==> src/rtl/jogo_pkg.sv <==
// jogo_pkg: shared constants and FSM state encoding for the memory game
package jogo_pkg;
  localparam int T_ACESO_PADRAO = 500;
  localparam int T_APAGADO_PADRAO = 250;
  localparam int SEQ_W = 4;
  localparam int ENDERECO_W_PADRAO = 4;
  typedef enum logic [3:0] {
    INICIAL = 4'd0,
    PREPARA = 4'd1,
    CARREGA = 4'd2,
    ACESO   = 4'd3,
    APAGADO = 4'd4,
    PROXIMO = 4'd5,
    FIM     = 4'd6
  } estado_t;
endpackage

==> src/rtl/contador_intervalo.sv <==
// contador_intervalo: up-counter with sync clear, enable and terminal flag at a runtime limit
module contador_intervalo #(
  parameter int W = 4
) (
  input  logic         clock,
  input  logic         reset,
  input  logic         limpa,
  input  logic         conta,
  input  logic [W-1:0] limite,
  output logic         fim
);
  logic [W-1:0] valor;
  always_ff @(posedge clock)
    if (reset || limpa) valor <= '0;
    else if (conta) valor <= valor + 1'b1;
  assign fim = valor == limite;
endmodule

==> src/rtl/controle_exibicao_sequencia.sv <==
// controle_exibicao_sequencia: plays the sequence ROM on the LEDs with fixed on-time and dark gap
module controle_exibicao_sequencia
  import jogo_pkg::*;
#(
  parameter int T_ACESO = T_ACESO_PADRAO,
  parameter int T_APAGADO = T_APAGADO_PADRAO,
  parameter int ENDERECO_W = ENDERECO_W_PADRAO
) (
  input  logic                  clock,
  input  logic                  reset,
  input  logic                  iniciar,
  input  logic                  cancelar,
  input  logic [ENDERECO_W-1:0] limite,
  input  logic [SEQ_W-1:0]      dado_memoria,
  output logic [ENDERECO_W-1:0] endereco,
  output logic [SEQ_W-1:0]      leds,
  output logic                  ocupado,
  output logic                  pronto,
  output logic [3:0]            db_estado
);
  localparam int T_MAX = T_ACESO > T_APAGADO ? T_ACESO : T_APAGADO;
  localparam int TW = T_MAX > 1 ? $clog2(T_MAX) : 1;
  estado_t estado, prox;
  logic [ENDERECO_W-1:0] limite_reg;
  logic [TW-1:0] lim_t;
  logic fim_t, limpa_t, conta_t, fim_aceso;
  always_ff @(posedge clock)
    if (reset) estado <= INICIAL;
    else estado <= prox;
  always_comb begin
    case (estado)
      INICIAL: prox = iniciar ? PREPARA : INICIAL;
      PREPARA: prox = CARREGA;
      CARREGA: prox = ACESO;
      ACESO:   prox = fim_t ? APAGADO : ACESO;
      APAGADO: prox = !fim_t ? APAGADO : (endereco == limite_reg ? FIM : PROXIMO);
      PROXIMO: prox = CARREGA;
      default: prox = INICIAL;
    endcase
    if (cancelar) prox = INICIAL;
  end
  always_comb begin
    ocupado = estado != INICIAL;
    pronto = estado == FIM;
    db_estado = estado;
    fim_aceso = (estado == ACESO) && fim_t;
    conta_t = (estado == ACESO) || (estado == APAGADO);
    // timer restarts on entry to both ACESO (cleared in CARREGA) and APAGADO
    limpa_t = !conta_t || fim_aceso;
    lim_t = estado == ACESO ? TW'(T_ACESO - 1) : TW'(T_APAGADO - 1);
  end
  contador_intervalo #(.W(TW)) u_temporizador (
    .clock(clock),
    .reset(reset),
    .limpa(limpa_t),
    .conta(conta_t),
    .limite(lim_t),
    .fim(fim_t)
  );
  // leds are cleared on the ACESO->APAGADO edge so the on-time is exactly T_ACESO
  always_ff @(posedge clock)
    if (reset) begin
      endereco <= '0;
      leds <= '0;
      limite_reg <= '0;
    end else begin
      if (!cancelar && estado == PREPARA) begin
        endereco <= '0;
        limite_reg <= limite;
      end else if (!cancelar && estado == PROXIMO) endereco <= endereco + 1'b1;
      leds <= cancelar ? '0 : estado == CARREGA ? dado_memoria : fim_aceso ? '0 : leds;
    end
endmodule

==> config.mk <==
export PLATFORM = sky130hd
export DESIGN_NAME = controle_exibicao_sequencia
export DESIGN_NICKNAME = d
export VERILOG_FILES = /design/src/rtl/jogo_pkg.sv /design/src/rtl/contador_intervalo.sv /design/src/rtl/controle_exibicao_sequencia.sv
export SDC_FILE = /design/constraint.sdc
export NUM_CORES = 1
export LEC_CHECK = 0
export BUFFER_PORTS_ARGS = -buffer_cell sky130_fd_sc_hd__buf_2
export CAP_MARGIN = 40
export CORE_MARGIN = 1.5
export CORE_UTILIZATION = 57
export CTS_BUF_LIST = sky130_fd_sc_hd__clkbuf_4 sky130_fd_sc_hd__clkbuf_8 sky130_fd_sc_hd__clkbuf_16
export CTS_CLUSTER_SIZE = 8
export DETAILED_ROUTE_END_ITERATION = 12
export PLACE_DENSITY = 0.91
export SETUP_SLACK_MARGIN = 0.3
export SYNTH_ARGS = -nofsm -noshare
export SYNTH_HDL_FRONTEND = slang
export SYNTH_SLANG_ARGS = --single-unit
==> constraint.sdc <==
create_clock -name clock -period 3.6 [get_ports clock]
set_clock_uncertainty 0.05 [all_clocks]
set_input_delay 0.36 -clock clock [delete_from_list [all_inputs] [get_ports clock]]
set_output_delay 0.36 -clock clock [all_outputs]
set_load 0.01 [all_outputs]
==> flow_summary.yaml <==
run_status:
  outcome: "complete, no violations"
placement:
  gp_routability_congestion: 0.866
  post-dp-hpwl_um: 2030
  port_buffers: 24
  place_inst: 196
routing:
  ant_nets: 0
  detail_route.vias_per_cell: 6.00
  drt_first_pass_iters: 4
  vias: 1199
  drt-total-wl_um: 2790
  drcViolationCount: 0
  drt-wirelength-per-cell_um: 14.0
  drtIter0Drc: 40
final_layout:
  sequential_cell_area_um2: 480
  fillers: 181
  multiInputGateArea_um2: 718
  drive_gt1_frac: 0.203
  nNetsFinal: 187
  finalNonFillerCells: 200
  syn2layout_area_growth_pct: 11.2
  insertedDiodeCount: 0
  largest_reg_flops: 9
  regMostFlops: "u_temporizador.valor"
timing:
  grt_setup_unrepaired: "no"
  slew_headroom: 0.601
  setup_violations: 0
  setup-tns-final_ps: 0
  timing_worst_slew_pin_value_ps: 598
  finalCritPeriodShare: 0.551
  slew_viol_final: 0
  fmax_ghz: 0.505
  hold_viol_final: 0
  min_period_ps: 1980
clock_network:
  clk_path_buf_depth: 2
  postCtsSetupRepairBufs: 0
  cts_made_buffers: 3
  clock-root-buffer: "clkbuf_4"
  path_clk_slew_ps: 140
  htree_levels: 1
  clkSinkCount: 24
  clk_latency_ps: 330
  cts_resized: 0
  cts_tree: "done"
  holdBufCountCts: 0
pwr:
  power.density_mw_per_mm2: 348
  pwr-share-seq: 0.547
  internal_power_mw: 0.392
  clockPowerShare: 0.400
  p_comb_frac: 0.052
  p_switching_mw: 0.105
  p_leak_nw: 0.575
  vdd_drop_max_mv: 0.287
  p_sw_frac: 0.211
worst_setup_path:
  cp.arrival_ps: 2210
  timing.rr.start: "db_estado[2]"
  cp_cell_sequence: "nor3b_2 -> o2111ai_1 -> or3_1 -> a21oi_1"
  slowest_stage: "dfxtp_1"
  start_kind: "register"
  cp-end-kind: "register"
  critPathLaunch: "db_estado[2]"
  crit_required_ps: 3820
  critical_path.top_delay_family: "simple AND/OR/NAND/NOR gates"
  cp.buffers_inverters: 0
  max_stage_delay_ps: 730
  crit_type: "register to register"
  path_max_fanout: 22
yosys:
  yosys-top-cells-area: "dfxtp_1 (37%), a21oi_1 (6.2%), xor2_1 (4.8%)"
  yosys_warnings: 0
  synth.cell_area_mm2: 0.00128
  synthCells: 154
  async_flop_share: 0
  yosysSeqAreaShare: 0.374
  synth-main-ff-cell: "dfxtp_1"
  syn_avg_cell_area_um2: 8.34
  synth-seq-cells: 24
  synth_largest_area_cell: "dfxtp_1"
  synth_cell_types: 44
  synth_top_area_frac: 0.374
  synth_edf_count: 0
  synth_nets: 168
floorplan:
  ios: 26
  die_h_um: 50.5
  die_x_um: 50.5
  rows: 17
  core-area_mm2: 0.00217
  start_util: 0.592
  die_area_mm2: 0.00255
global_routing:
  grt_pass1_vias: 1089
  grt_max_degree: 23
  grt_overflow: 0
  grt_use_total: 0.251
  grt_antenna_before_repair: 0
  grt_pass1_wl_um: 4840
hold_path:
  hp-class: "input pin to register"
  hold_start: "limite[3]"
flow_run:
  drv_cap: 0
## worst paths after layout
| path | endpoint | slack, ps | depth (start not counted) |
|---|---|---|---|
| setup / recovery | u_temporizador.valor[8] | 1620 | 4 |
| hold / removal | limite_reg[3] | 210 | 3 |
| setup reg to reg | u_temporizador.valor[8] | 1620 | 4 |
| hold reg to reg | u_temporizador.valor[0] | 440 | 1 |
## tightest hold or removal path, cell delays in order
cell and delay, ps:
buf_2 90, nand2_1 40, a21oi_1 50
## cell usage in the layout (no fill, tap or decap), drive strengths merged, types with 2 or more instances in the layout
master / instances
a211oi: 2
a21o: 2
a21oi: 16
and2: 2
buf: 24
clkbuf: 3
dfxtp: 24
ha: 2
inv: 6
nand2: 11
nand3: 8
nand3b: 3
nand4: 2
nand4b: 3
nor2: 14
nor4: 5
o21ai: 11
or2: 2
or3: 2
or3b: 3
xnor2: 3
xor2: 7
## cell usage after synthesis, drive strengths merged (3+ instances only)
library cell / count
dfxtp: 24
a21oi: 16
nor2: 14
nand2: 11
o21ai: 11
nand3: 8
buf: 7
xor2: 7
inv: 6
nor4: 5
clkbuf: 3
nand3b: 3
nand4b: 3
or3b: 3
xnor2: 3
## logic make-up after synthesis
kind of cell,after synthesis,share of synthesized area
compound gates,38,0.188
simple gates,62,0.273
fa+ha+maj,2,0.0195
other cells,1,0.00292
mux,1,0.00779
flops,24,0.374
buf+inv,16,0.0672
xor+xnor,10,0.0682
## final cells by class
type,instances,area share
clock inverter,1,0.0210
tap,28,0.0245
multi-input combinational,114,0.503
clock buffer,3,0.0158
timing repair buffer,24,0.0841
sequential,24,0.336
inverter,6,0.0158
## through the flow
stage / worst slack [ps] / cell area [um^2] / power (mW) / hold slack, ps / util
global placement: 1800 / 1380 / 0.302 / 396 / 0.634
CTS: 1650 / 1430 / 0.501 / 198 / 0.659
finish: 1620 / 1430 / 0.497 / 208 / 0.659
detailed placement: 1700 / 1380 / 0.303 / 408 / 0.634
floorplan: 2080 / 1280 / 0.295 / 380 / -
global route: 1470 / 1430 / 0.514 / 205 / 0.659
## metal layers
layer | GRT usage | vias up | wire, um
met5 | 0 | - | 0
met4 | 0.162 | 0 | 67
met3 | 0.0476 | 9 | 136
met2 | 0.395 | 39 | 1390
met1 | 0.312 | 568 | 1190
li1 | - | 583 | -
## power by group through the flow
stage	logic, mW	clock network (mW)	registers, mW
6_report	0.0260	0.199	0.272
5_1_grt	0.0289	0.212	0.273
3_5_place_dp	0.0257	0	0.278
3_3_place_gp	0.0245	0	0.277
4_1_cts	0.0258	0.203	0.272
2_1_floorplan	0.0196	0	0.275
(Power assumes the default switching activity.)
